$ cat src/rtl/mem_stage_if.sv
// ---------------------------------------------------------------------------
// mem_stage_if
// Bus between the memory-access stage and a synchronous single-port data RAM.
//
// Signals:
//   mem_addr  word address presented to the RAM
//   mem_data  write data
//   mem_wren  write enable (one cycle per store)
//   mem_q     read data, valid READ_LATENCY edges after the address is captured
//
// Modports:
//   master  the memory stage (drives address/data/wren, receives q)
//   slave   the RAM (receives address/data/wren, drives q)
// ---------------------------------------------------------------------------
interface mem_stage_if #(
    parameter int DATA_W = 32,
    parameter int ADDR_W = 10
);
    logic [ADDR_W-1:0] mem_addr;
    logic [DATA_W-1:0] mem_data;
    logic              mem_wren;
    logic [DATA_W-1:0] mem_q;

    modport master (
        output mem_addr,
        output mem_data,
        output mem_wren,
        input  mem_q
    );

    modport slave (
        input  mem_addr,
        input  mem_data,
        input  mem_wren,
        output mem_q
    );
endinterface

$ cat src/rtl/mem_stage.sv
// ---------------------------------------------------------------------------
// mem_stage
// Memory-access stage between the M control bundle and the mwpipe register.
// Issues loads/stores to a synchronous single-port RAM, stalls upstream while
// load data is in flight, and presents a registered bundle to the mwpipe.
//
// Parameters:
//   DATA_W        datapath / RAM word width
//   ADDR_W        RAM word-address width (word address = ALUrslt_M[ADDR_W+1:2])
//   REG_W         destination register index width
//   READ_LATENCY  edges from RAM address capture to valid q (legal 1..4)
//
// Ports:
//   clk, rst            clock, asynchronous active-high reset
//   valid_M, flush_M    M bundle valid / synchronous kill
//   pcload_M, regw_M    control passthrough
//   regmem_M, memw_M    load / store request
//   regScr_M            destination register index
//   ALUrslt_M, wdata_M  ALU result (byte address) / store data
//   stall_o             combinational hold for upstream stages
//   ram                 RAM bus (mem_stage_if.master)
//   valid_o .. rdata_o  registered bundle feeding the mwpipe _M inputs
//   misalign_o          registered one-cycle trap flag (MISALIGN_TRAP_EN only)
//
// Optional feature macro: MISALIGN_TRAP_EN
//   When defined, a load or store with ALUrslt_M[1:0] != 0 makes no RAM access,
//   does not stall, and is registered as a valid bubble with misalign_o pulsed.
// ---------------------------------------------------------------------------
module mem_stage #(
    parameter int DATA_W       = 32,
    parameter int ADDR_W       = 10,
    parameter int REG_W        = 4,
    parameter int READ_LATENCY = 2
) (
    input  logic              clk,
    input  logic              rst,

    input  logic              valid_M,
    input  logic              flush_M,
    input  logic              pcload_M,
    input  logic              regw_M,
    input  logic              regmem_M,
    input  logic              memw_M,
    input  logic [REG_W-1:0]  regScr_M,
    input  logic [DATA_W-1:0] ALUrslt_M,
    input  logic [DATA_W-1:0] wdata_M,

    output logic              stall_o,
    mem_stage_if.master       ram,

    output logic              valid_o,
    output logic              pcload_o,
    output logic              regw_o,
    output logic              regmem_o,
    output logic [REG_W-1:0]  regScr_o,
    output logic [DATA_W-1:0] ALUrslt_o,
    output logic [DATA_W-1:0] rdata_o
`ifdef MISALIGN_TRAP_EN
    ,
    output logic              misalign_o
`endif
);

    typedef enum logic [1:0] {
        S_IDLE = 2'd0,
        S_WAIT = 2'd1,
        S_DONE = 2'd2
    } state_t;

    // Counter holds at most READ_LATENCY-1 = 3.
    localparam int CNT_W = 3;

    state_t             state_q, state_d;
    logic [CNT_W-1:0]   cnt_q, cnt_d;
    logic [ADDR_W-1:0]  addr_q, addr_d;

    logic               valid_q, valid_d;
    logic               pcload_q, pcload_d;
    logic               regw_q, regw_d;
    logic               regmem_q, regmem_d;
    logic [REG_W-1:0]   regScr_q, regScr_d;
    logic [DATA_W-1:0]  alu_q, alu_d;
    logic [DATA_W-1:0]  rdata_q, rdata_d;
    logic               misalign_q, misalign_d;

    logic [ADDR_W-1:0]  word_addr;
    logic               accept;
    logic               misaligned;
    logic               is_load;
    logic               is_store;
    logic               stall;
    logic               wren;
    logic [ADDR_W-1:0]  mem_addr;

    // Upper address bits beyond the RAM depth are dropped, so addresses wrap.
    assign word_addr = ALUrslt_M[ADDR_W+1:2];
    assign accept    = valid_M & ~flush_M;

`ifdef MISALIGN_TRAP_EN
    assign misaligned = (regmem_M | memw_M) & (ALUrslt_M[1:0] != 2'b00);
`else
    assign misaligned = 1'b0;
`endif

    // A load wins over a simultaneous store request.
    assign is_load  = accept & regmem_M & ~misaligned;
    assign is_store = accept & memw_M & ~regmem_M & ~misaligned;

    always_comb begin
        // NOTE: every variable gets a default before the case so that no path
        // leaves one unassigned, which would otherwise infer a latch.
        state_d    = state_q;
        cnt_d      = cnt_q;
        addr_d     = addr_q;
        valid_d    = 1'b0;
        pcload_d   = pcload_q;
        regw_d     = regw_q;
        regmem_d   = regmem_q;
        regScr_d   = regScr_q;
        alu_d      = alu_q;
        rdata_d    = rdata_q;
        misalign_d = 1'b0;
        stall      = 1'b0;
        wren       = 1'b0;
        mem_addr   = addr_q;

        unique case (state_q)
            S_IDLE: begin
                mem_addr = word_addr;
                if (!accept) begin
                    pcload_d = 1'b0;
                    regw_d   = 1'b0;
                    regmem_d = 1'b0;
                    regScr_d = '0;
                    alu_d    = '0;
                    rdata_d  = '0;
                end else if (is_load) begin
                    // Issue the read now; the bundle stays a bubble until DONE.
                    stall  = 1'b1;
                    addr_d = word_addr;
                    if (READ_LATENCY == 1) begin
                        state_d = S_DONE;
                    end else begin
                        state_d = S_WAIT;
                        cnt_d   = CNT_W'(READ_LATENCY - 1);
                    end
                end else begin
                    // ALU op, store, or (with the trap enabled) misaligned access.
                    wren       = is_store;
                    valid_d    = 1'b1;
                    pcload_d   = pcload_M;
                    regw_d     = regw_M & ~misaligned;
                    regmem_d   = regmem_M & ~misaligned;
                    regScr_d   = regScr_M;
                    alu_d      = ALUrslt_M;
                    rdata_d    = '0;
                    misalign_d = misaligned;
                end
            end

            S_WAIT: begin
                if (flush_M) begin
                    state_d = S_IDLE;
                    cnt_d   = '0;
                end else begin
                    stall = 1'b1;
                    if (cnt_q == CNT_W'(1)) begin
                        state_d = S_DONE;
                        cnt_d   = '0;
                    end else begin
                        cnt_d = cnt_q - CNT_W'(1);
                    end
                end
            end

            S_DONE: begin
                // Upstream is still holding the load, so its fields are current.
                state_d = S_IDLE;
                if (!flush_M) begin
                    valid_d  = 1'b1;
                    pcload_d = pcload_M;
                    regw_d   = regw_M;
                    regmem_d = regmem_M;
                    regScr_d = regScr_M;
                    alu_d    = ALUrslt_M;
                    rdata_d  = ram.mem_q;
                end
            end

            default: begin
                state_d = S_IDLE;
                cnt_d   = '0;
            end
        endcase
    end

    // Combinational outputs are forced quiet while reset is asserted.
    assign stall_o      = stall & ~rst;
    assign ram.mem_wren = wren & ~rst;
    assign ram.mem_addr = mem_addr;
    assign ram.mem_data = wdata_M;

    always_ff @(posedge clk or posedge rst) begin
        // NOTE: sequential state uses non-blocking assignments so every flop
        // samples its _d value from before the edge, independent of order.
        if (rst) begin
            state_q    <= S_IDLE;
            cnt_q      <= '0;
            addr_q     <= '0;
            valid_q    <= 1'b0;
            pcload_q   <= 1'b0;
            regw_q     <= 1'b0;
            regmem_q   <= 1'b0;
            regScr_q   <= '0;
            alu_q      <= '0;
            rdata_q    <= '0;
            misalign_q <= 1'b0;
        end else begin
            state_q    <= state_d;
            cnt_q      <= cnt_d;
            addr_q     <= addr_d;
            valid_q    <= valid_d;
            pcload_q   <= pcload_d;
            regw_q     <= regw_d;
            regmem_q   <= regmem_d;
            regScr_q   <= regScr_d;
            alu_q      <= alu_d;
            rdata_q    <= rdata_d;
            misalign_q <= misalign_d;
        end
    end

    assign valid_o   = valid_q;
    assign pcload_o  = pcload_q;
    assign regw_o    = regw_q;
    assign regmem_o  = regmem_q;
    assign regScr_o  = regScr_q;
    assign ALUrslt_o = alu_q;
    assign rdata_o   = rdata_q;

`ifdef MISALIGN_TRAP_EN
    assign misalign_o = misalign_q;
`else
    // Without the trap the flag is always zero; keep it referenced.
    logic unused_misalign;
    assign unused_misalign = misalign_q;
`endif

endmodule

$ cat src/flat_wrapper.sv
// flat-port wrapper written by rule: the top's interface ports become plain ports
module mem_stage_flat 
#(
    parameter int DATA_W       = 32,
    parameter int ADDR_W       = 10,
    parameter int REG_W        = 4,
    parameter int READ_LATENCY = 2
)
  (clk, rst, valid_M, flush_M, pcload_M, regw_M, regmem_M, memw_M, regScr_M, ALUrslt_M, wdata_M, stall_o, valid_o, pcload_o, regw_o, regmem_o, regScr_o, ALUrslt_o, rdata_o, ram_mem_addr, ram_mem_data, ram_mem_wren, ram_mem_q);
  mem_stage_if #(.DATA_W(DATA_W), .ADDR_W(ADDR_W)) ram_i ();
  input  logic clk;
  input  logic rst;
  input  logic valid_M;
  input  logic flush_M;
  input  logic pcload_M;
  input  logic regw_M;
  input  logic regmem_M;
  input  logic memw_M;
  input  logic [REG_W-1:0] regScr_M;
  input  logic [DATA_W-1:0] ALUrslt_M;
  input  logic [DATA_W-1:0] wdata_M;
  output logic stall_o;
  output logic valid_o;
  output logic pcload_o;
  output logic regw_o;
  output logic regmem_o;
  output logic [REG_W-1:0] regScr_o;
  output logic [DATA_W-1:0] ALUrslt_o;
  output logic [DATA_W-1:0] rdata_o;
  output wire logic [$bits(ram_i.mem_addr)-1:0] ram_mem_addr;
  output wire logic [$bits(ram_i.mem_data)-1:0] ram_mem_data;
  output wire logic [$bits(ram_i.mem_wren)-1:0] ram_mem_wren;
  input wire logic [$bits(ram_i.mem_q)-1:0] ram_mem_q;
  assign ram_mem_addr = ram_i.mem_addr;
  assign ram_mem_data = ram_i.mem_data;
  assign ram_mem_wren = ram_i.mem_wren;
  assign ram_i.mem_q = ram_mem_q;
  mem_stage #(.DATA_W(DATA_W), .ADDR_W(ADDR_W), .REG_W(REG_W), .READ_LATENCY(READ_LATENCY)) u_core (.clk(clk), .rst(rst), .valid_M(valid_M), .flush_M(flush_M), .pcload_M(pcload_M), .regw_M(regw_M), .regmem_M(regmem_M), .memw_M(memw_M), .regScr_M(regScr_M), .ALUrslt_M(ALUrslt_M), .wdata_M(wdata_M), .stall_o(stall_o), .ram(ram_i), .valid_o(valid_o), .pcload_o(pcload_o), .regw_o(regw_o), .regmem_o(regmem_o), .regScr_o(regScr_o), .ALUrslt_o(ALUrslt_o), .rdata_o(rdata_o));
endmodule
$ cat config.mk
export PLATFORM = sky130hd
export DESIGN_NAME = mem_stage_flat
export DESIGN_NICKNAME = d
export VERILOG_FILES = /design/src/rtl/mem_stage_if.sv /design/src/rtl/mem_stage.sv /design/src/flat_wrapper.sv
export SDC_FILE = /design/constraint.sdc
export NUM_CORES = 1
export LEC_CHECK = 0
export BUFFER_PORTS_ARGS = -buffer_cell sky130_fd_sc_hd__buf_2
export CAP_MARGIN = 10
export CORE_ASPECT_RATIO = 1.75
export CORE_MARGIN = 2
export CORE_UTILIZATION = 45
export CTS_BUF_LIST = sky130_fd_sc_hd__clkbuf_8
export DETAILED_ROUTE_END_ITERATION = 6
export GPL_TIMING_DRIVEN = 0
export PLACE_DENSITY = 0.9
export SYNTH_ARGS = -nofsm -noshare
export SYNTH_HDL_FRONTEND = slang
export SYNTH_SLANG_ARGS = --single-unit
$ cat constraint.sdc
create_clock -name clk -period 7.13 [get_ports clk]
set_input_delay 1.426 -clock clk [delete_from_list [all_inputs] [get_ports clk]]
set_output_delay 1.426 -clock clk [all_outputs]
set_load 0.05 [all_outputs]
==> results.yml, run 1 <==
clock_tree:
  clock_sink_count: 87
  cts_tree: "done"
  clk_pin_slew_ns: 0.07
  cts-root-buf: "clkbuf_8"
  cts.repair.resized: 0
  clk_latency_ns: 0.35
  clk_path_buf_depth: 2
  cts_hold_buf: 0
  cts_setup_buffers: 0
  cts_buffers: 9
  htree_levels: 3
synth:
  yosysSeqAreaShare_pct: 50.9
  synth_top_area_cell: "dfrtp_1"
  yosys.area_share.simple_pct: 5.35
  syn_avg_cell_area_sq_um: 10.6
  synth_common_cells: "dfrtp_1 (87), inv_1 (74), mux2i_1 (70)"
  yosys_register_bits: 87
  synth-compound-area-share_pct: 5.93
  synth_top_flop_cell: "dfrtp_1"
  synth_area_leaders: "dfrtp_1 (51%), mux2i_1 (16%), inv_1 (6.5%)"
  synth_cell_types: 32
  synth_top_area_share_pct: 50.9
  synth_top_family_by_area: "multiplexers"
  netlist_instances: 403
  synth_edf_count: 0
  synth_fa_ha_area_share_pct: 0.585
  synth_fp_nets: 513
  synth_xor_area_share_pct: 0
  synth_most_common_cell: "dfrtp_1"
  ys_warn_count: 0
  synthesis.area_sq_um: 4280
  muxShareOfSynthArea_pct: 21.6
  async_flop_share_pct: 100
detailed_routing:
  postRouteWirelength_um: 11200
  ant_nets: 0
  drt_iter0_drc: 96
  avgViaCountPerCell: 4.80
  first_pass_iters: 4
  drc: 0
  post_drt_wl_per_cell_um: 15.2
  num_vias: 3513
setup_path:
  r2r-end: "u_core.rdata_o[16]$_DFFE_PP0P_"
  cpMostUsedCell: "buf_2"
  startpoint_type: "input port"
  r2r_cells: 5
  slowest_stage: "buf_1"
  worstPathCellList: "buf_2, nor2b_1, clkbuf_2, buf_1, and4_1, buf_2"
  crit_path_max_incr_delay_ns: 0.38
  crit_buf_inv: 4
  rrSetupSlack_ns: 5.37
  r2r_start: "u_core.state_q[1]$_DFFE_PP0P_"
  crit_required_ns: 5.70
  critPathTopFamily: "buffers and inverters"
  endpoint_kind: "primary output"
  cp_max_fo: 10
  critical_path_class: "input port to primary output"
  cp.arrival_ns: 3.15
placement:
  gp_congestion: 0.841
  place_ws_ns: 2.57
  dpl.hpwl_um: 8660
  place.port_buffers: 191
run_status:
  outcome: "finished clean"
min_path:
  min_path_type: "flop to flop"
  whs_path_depth: 1
  whs_endpoint: "u_core.regmem_o$_DFFE_PP0P_"
  min_from: "u_core.regmem_o$_DFFE_PP0P_"
pwr:
  p_leak_nw: 2.99
  ir_worst_vdd_v: 0.000185
  switching_share_pct: 35.7
  internal-power_mw: 0.981
  p_switching_mw: 0.544
  clkPwrFrac_pct: 28.7
  power.density_nw_per_um2: 269
  total_power_mw: 1.53
  seqPwrFrac_pct: 38.0
  combPwrFrac_pct: 33.3
timing:
  rsz0062_at_grt: "false"
  setup_tns_ns: 0
  fin_crit_sh_pct: 64.1
  post-route-min-period_ns: 4.57
  slew_violations: 0
  hold_viol_final: 0
  finClkSkew_ns: 0.0124
  setup_viol: 0
  max_freq_mhz: 219
  slew_headroom_pct: 69.5
  setup_ws_ns: 2.56
  worst_pin_slew_ns: 0.458
global_routing:
  antenna_found_initial: 1
  grt_pass1_wl_um: 17700
  grt_pass1_vias: 3687
  grt.total_usage_pct: 21.8
  grt_overflow: 0
  grt_start_max_net_pins: 56
floorplan:
  die_w_um: 77.7
  rows: 47
  ios: 224
  initial_core_util_pct: 45.8
  fp.dieH_um: 133
  fp.dieArea_sq_um: 10300
  core_area_sq_um: 9350
finish:
  final_util_pct: 60.7
  nNetsFinal: 716
  area_delta_synth_final_pct: 32.6
  fillers: 752
  antenna-diode-count: 0
  drive_gt1_share_pct: 43.9
run:
  maxCapViolCount: 0
routing by layer:
| layer | up-vias | track usage, % | wire [um] |
|---|---|---|---|
| met1 | 1667 | 22.9 | 4030 |
| met2 | 167 | 40.4 | 6090 |
| met4 | 2 | 9.62 | 333 |
| met3 | 26 | 4.84 | 685 |
| li1 | 1651 | - | - |
| met5 | - | 0 | 13 |
area by class of cell:
cell class              instances  area, sq um  share of cell area, %
flip-flops and latches         87         2180                   38.4
repair buffers                192          983                   17.3
multi-input cells             187         1430                   25.3
clock buffers                   9          124                   2.18
plain buffers                  55          392                   6.90
inverters                      74          280                   4.94
clock inverters                 6          134                   2.36
well taps                     122          153                   2.69
logic make-up (layout without fill, tap and decap cells):
logic type / after synthesis / after routing
simple gates: 48 / 48
compound gates: 47 / 47
flops: 87 / 87
buf+inv: 129 / 336
mux: 90 / 90
fa+ha+maj: 2 / 2
worst max path at each step:
stage / start / end / slack (ns) / depth (start not counted)
finish: flush_M / ram_mem_wren / 2.56 / 6
global placement: rst / u_core.rdata_o[27]$_DFFE_PP0P_ / 2.48 / 2
global route: flush_M / ram_mem_wren / 2.42 / 6
detailed placement: flush_M / ram_mem_wren / 2.57 / 6
floorplan: valid_M / stall_o / 2.52 / 4
CTS: flush_M / ram_mem_wren / 2.57 / 6
sequential cells by signal (all words and copies together) (netlist names):
signal	flops
u_core.ALUrslt_o	32
u_core.addr_q	10
u_core.cnt_q	3
u_core.pcload_o	1
u_core.rdata_o	32
u_core.regScr_o	4
u_core.regmem_o	1
u_core.regw_o	1
u_core.state_q	2
u_core.valid_o	1
through the flow:
stage	cells	instance area [sq um]	hold WS [ns]
5_1_grt	732	5680	0.505
6_report	732	5680	0.485
3_5_place_dp	717	5420	0.468
2_1_floorplan	403	4280	0.460
4_1_cts	732	5680	0.488
3_3_place_gp	716	5390	0.469
layout by cell type (no fill, tap or decap):
cell type and instances:
a211o_1 1, a211oi_1 1, a21o_1 2, a21oi_1 1, and4_1 1, buf_1 1
buf_16 1, buf_2 194, buf_4 34, buf_6 7, bufinv_16 4, clkbuf_1 9
clkbuf_2 1, clkbuf_8 9, clkinv_2 1, clkinv_4 1, dfrtp_1 87, ha_1 2
inv_1 73, inv_4 1, mux2_1 6, mux2_2 14, mux2i_1 70, nand2_1 32
nand2b_1 1, nand3_2 1, nor2_1 3, nor2b_1 4, nor3_1 1, nor4b_1 2
nor4bb_1 1, o211ai_1 1, o21ai_0 38, o21ai_1 1, o22ai_1 1, o2bb2ai_1 1
or3_1 1, or3b_1 1
power groups by stage:
stage               clock network [mW]  registers [mW]  logic (mW)
floorplan                            0           0.701       0.271
global placement                     0           0.585       0.494
detailed placement                   0           0.589       0.511
CTS                              0.450           0.580       0.512
global route                     0.469           0.586       0.538
finish                           0.438           0.580       0.507
(Power assumes the default switching activity.)
==> run 2, diff against run 1 <==
--- a/config.mk
+++ b/config.mk
@@ -9,11 +9,11 @@
 export CAP_MARGIN = 10
 export CORE_ASPECT_RATIO = 1.75
 export CORE_MARGIN = 2
-export CORE_UTILIZATION = 45
+export CORE_UTILIZATION = 42
 export CTS_BUF_LIST = sky130_fd_sc_hd__clkbuf_8
 export DETAILED_ROUTE_END_ITERATION = 6
 export GPL_TIMING_DRIVEN = 0
-export PLACE_DENSITY = 0.9
+export PLACE_DENSITY = 0.88
 export SYNTH_ARGS = -nofsm -noshare
 export SYNTH_HDL_FRONTEND = slang
 export SYNTH_SLANG_ARGS = --single-unit
==> constraint.sdc (replaced) <==
create_clock -name clk -period 3.9 [get_ports clk]
set_input_delay 0.78 -clock clk [delete_from_list [all_inputs] [get_ports clk]]
set_output_delay 0.78 -clock clk [all_outputs]
set_load 0.05 [all_outputs]
==> run 2 against run 1 <==
Net effect:
- largest cell class unchanged
- worst hold slack worse by 0.00075 ns
- die area increased by 6.8%
- largest power group unchanged
- first-iteration DRC count increased by 10%
- core utilization is 4.1 points lower
- sequential power grew 83%
- critical path depth did not move
- sequential cell count did not move
- global-route usage is 2.5 points lower
- register-to-register slack lost 3.2 ns
==> results.yml, run 2 (synthesis gave the netlist of run 1 again) <==
floorplan:
  fp.dieH_um: 138
  rows: 48
  fp.dieArea_sq_um: 11000
  core_area_sq_um: 9910
  initial_core_util_pct: 43.2
  ios: 224
  die_w_um: 80.3
detailed_routing:
  drt_iter0_drc: 106
  ant_nets: 0
  first_pass_iters: 4
  drc: 0
  avgViaCountPerCell: 4.74
  num_vias: 3485
  postRouteWirelength_um: 10800
  post_drt_wl_per_cell_um: 14.6
clock_tree:
  clk_pin_slew_ns: 0.08
  cts_buffers: 9
  cts.repair.resized: 0
  htree_levels: 3
  cts_hold_buf: 0
  clk_path_buf_depth: 2
  cts-root-buf: "clkbuf_8"
  clock_sink_count: 87
  clk_latency_ns: 0.35
  cts_setup_buffers: 0
  cts_tree: "done"
finish:
  final_common_cell: "buf_2"
  drive_gt1_share_pct: 43.7
  antenna-diode-count: 0
  regArea_sq_um: 2180
  fillers: 860
  final_cell_mix: "buf_2 (194), dfrtp_1 (87), inv_1 (75)"
  multiInputGateArea_sq_um: 1430
  fin_area_sq_um: 5610
  nNetsFinal: 716
  area_delta_synth_final_pct: 31.0
global_routing:
  grt.total_usage_pct: 19.2
  antenna_found_initial: 0
  grt_pass1_wl_um: 16200
  grt_pass1_vias: 3485
  grt_start_max_net_pins: 45
  grt_overflow: 0
timing:
  hold_viol_final: 0
  finClkSkew_ns: 0.0158
  max_freq_mhz: 314
  setup_tns_ns: 0
  rsz0062_at_grt: "false"
  worst_pin_slew_ns: 0.562
  slew_headroom_pct: 62.5
  setup_viol: 0
  post-route-min-period_ns: 3.18
  slew_violations: 0
  fin_crit_sh_pct: 81.5
setup_path:
  crit_path_max_incr_delay_ns: 0.35
  r2r-end: "u_core.rdata_o[20]$_DFFE_PP0P_"
  cp.arrival_ns: 2.40
  r2r_cells: 5
  startpoint_type: "input port"
  slowest_stage: "buf_1"
  rrSetupSlack_ns: 2.14
  crit_buf_inv: 4
  cpMostUsedCell: "buf_2"
  r2r_start: "u_core.state_q[1]$_DFFE_PP0P_"
  critical_path_class: "input port to primary output"
  critPathTopFamily: "buffers and inverters"
  crit_required_ns: 3.12
  cp_max_fo: 10
  endpoint_kind: "primary output"
  worstPathCellList: "buf_2, nor2b_1, clkbuf_2, buf_1, and4_1, buf_2"
run:
  maxCapViolCount: 0
min_path:
  whs_path_depth: 1
  min_from: "u_core.regmem_o$_DFFE_PP0P_"
  whs_endpoint: "u_core.regmem_o$_DFFE_PP0P_"
  min_path_type: "flop to flop"
placement:
  placed_cell_area_sq_um: 5420
  gp_congestion: 0.783
  dpl.hpwl_um: 8600
  place.port_buffers: 191
pwr:
  total_power_mw: 2.59
  p_leak_nw: 2.95
  power.density_nw_per_um2: 461
  ir_worst_vdd_v: 0.000342
run_status:
  outcome: "finished clean"
run 2: cell count changes in the layout (fill, tap and decap cells not counted):
cell	previous run	this run
bufinv_16	4	1
inv_1	73	75
buf_12	0	1
clkinvlp_4	0	2
buf_16	1	0
run 2: worst max path at each step:
stage / start / end / depth (start not counted)
2_1_floorplan: valid_M / stall_o / 4
3_3_place_gp: rst / u_core.rdata_o[30]$_DFFE_PP0P_ / 2
3_5_place_dp: flush_M / ram_mem_wren / 6
4_1_cts: flush_M / ram_mem_wren / 6
5_1_grt: flush_M / ram_mem_wren / 6
6_report: flush_M / ram_mem_wren / 6
run 2: final cells by class:
| cell class | instances | share of cell area [%] |
|---|---|---|
| multi-input combinational | 187 | 25.6 |
| clock buffer | 9 | 2.21 |
| timing repair buffer | 192 | 17.4 |
| tap | 125 | 2.79 |
| sequential | 87 | 38.8 |
| buffer | 55 | 6.99 |
| clock inverter | 7 | 1.18 |
| inverter | 74 | 5.00 |
run 2: worst register-to-register path: cells and delay by family, from the launching register on:
kind	cells	cell delay (ns)
buffers and inverters	2	0.40
muxes	1	0.23
AOI/OAI and AO/OA	1	0.16
DFF	1	0.46
and+or+nand+nor	1	0.43
run 2: metal layers:
metal	track usage (%)	part of all wire [%]
met1	19.3	35
met5	0	0
met2	37.5	56
met4	8.57	2.8
met3	3.15	6.5
run 2: report_power, final:
group | total (mW) | switching, mW | leakage [nW] | internal (mW)
logic | 0.920 | 0.621 | 1.69 | 0.299
clock network | 0.606 | 0.314 | 0.0978 | 0.292
registers | 1.06 | 0.0557 | 1.17 | 1.00
total | 2.59 | 0.990 | 2.95 | 1.60
run 2: through the flow:
| step | util (%) | hold slack [ns] | setup slack, ns | std cells |
|---|---|---|---|---|
| 4_1_cts | 56.6 | 0.484 | 0.692 | 736 |
| 6_report | 56.6 | 0.484 | 0.720 | 736 |
| 3_5_place_dp | 54.6 | 0.466 | 0.702 | 720 |
| 3_3_place_gp | 54.4 | 0.463 | -0.0473 | 719 |
| 2_1_floorplan | - | 0.460 | 0.583 | 403 |
| 5_1_grt | 56.6 | 0.501 | 0.601 | 736 |
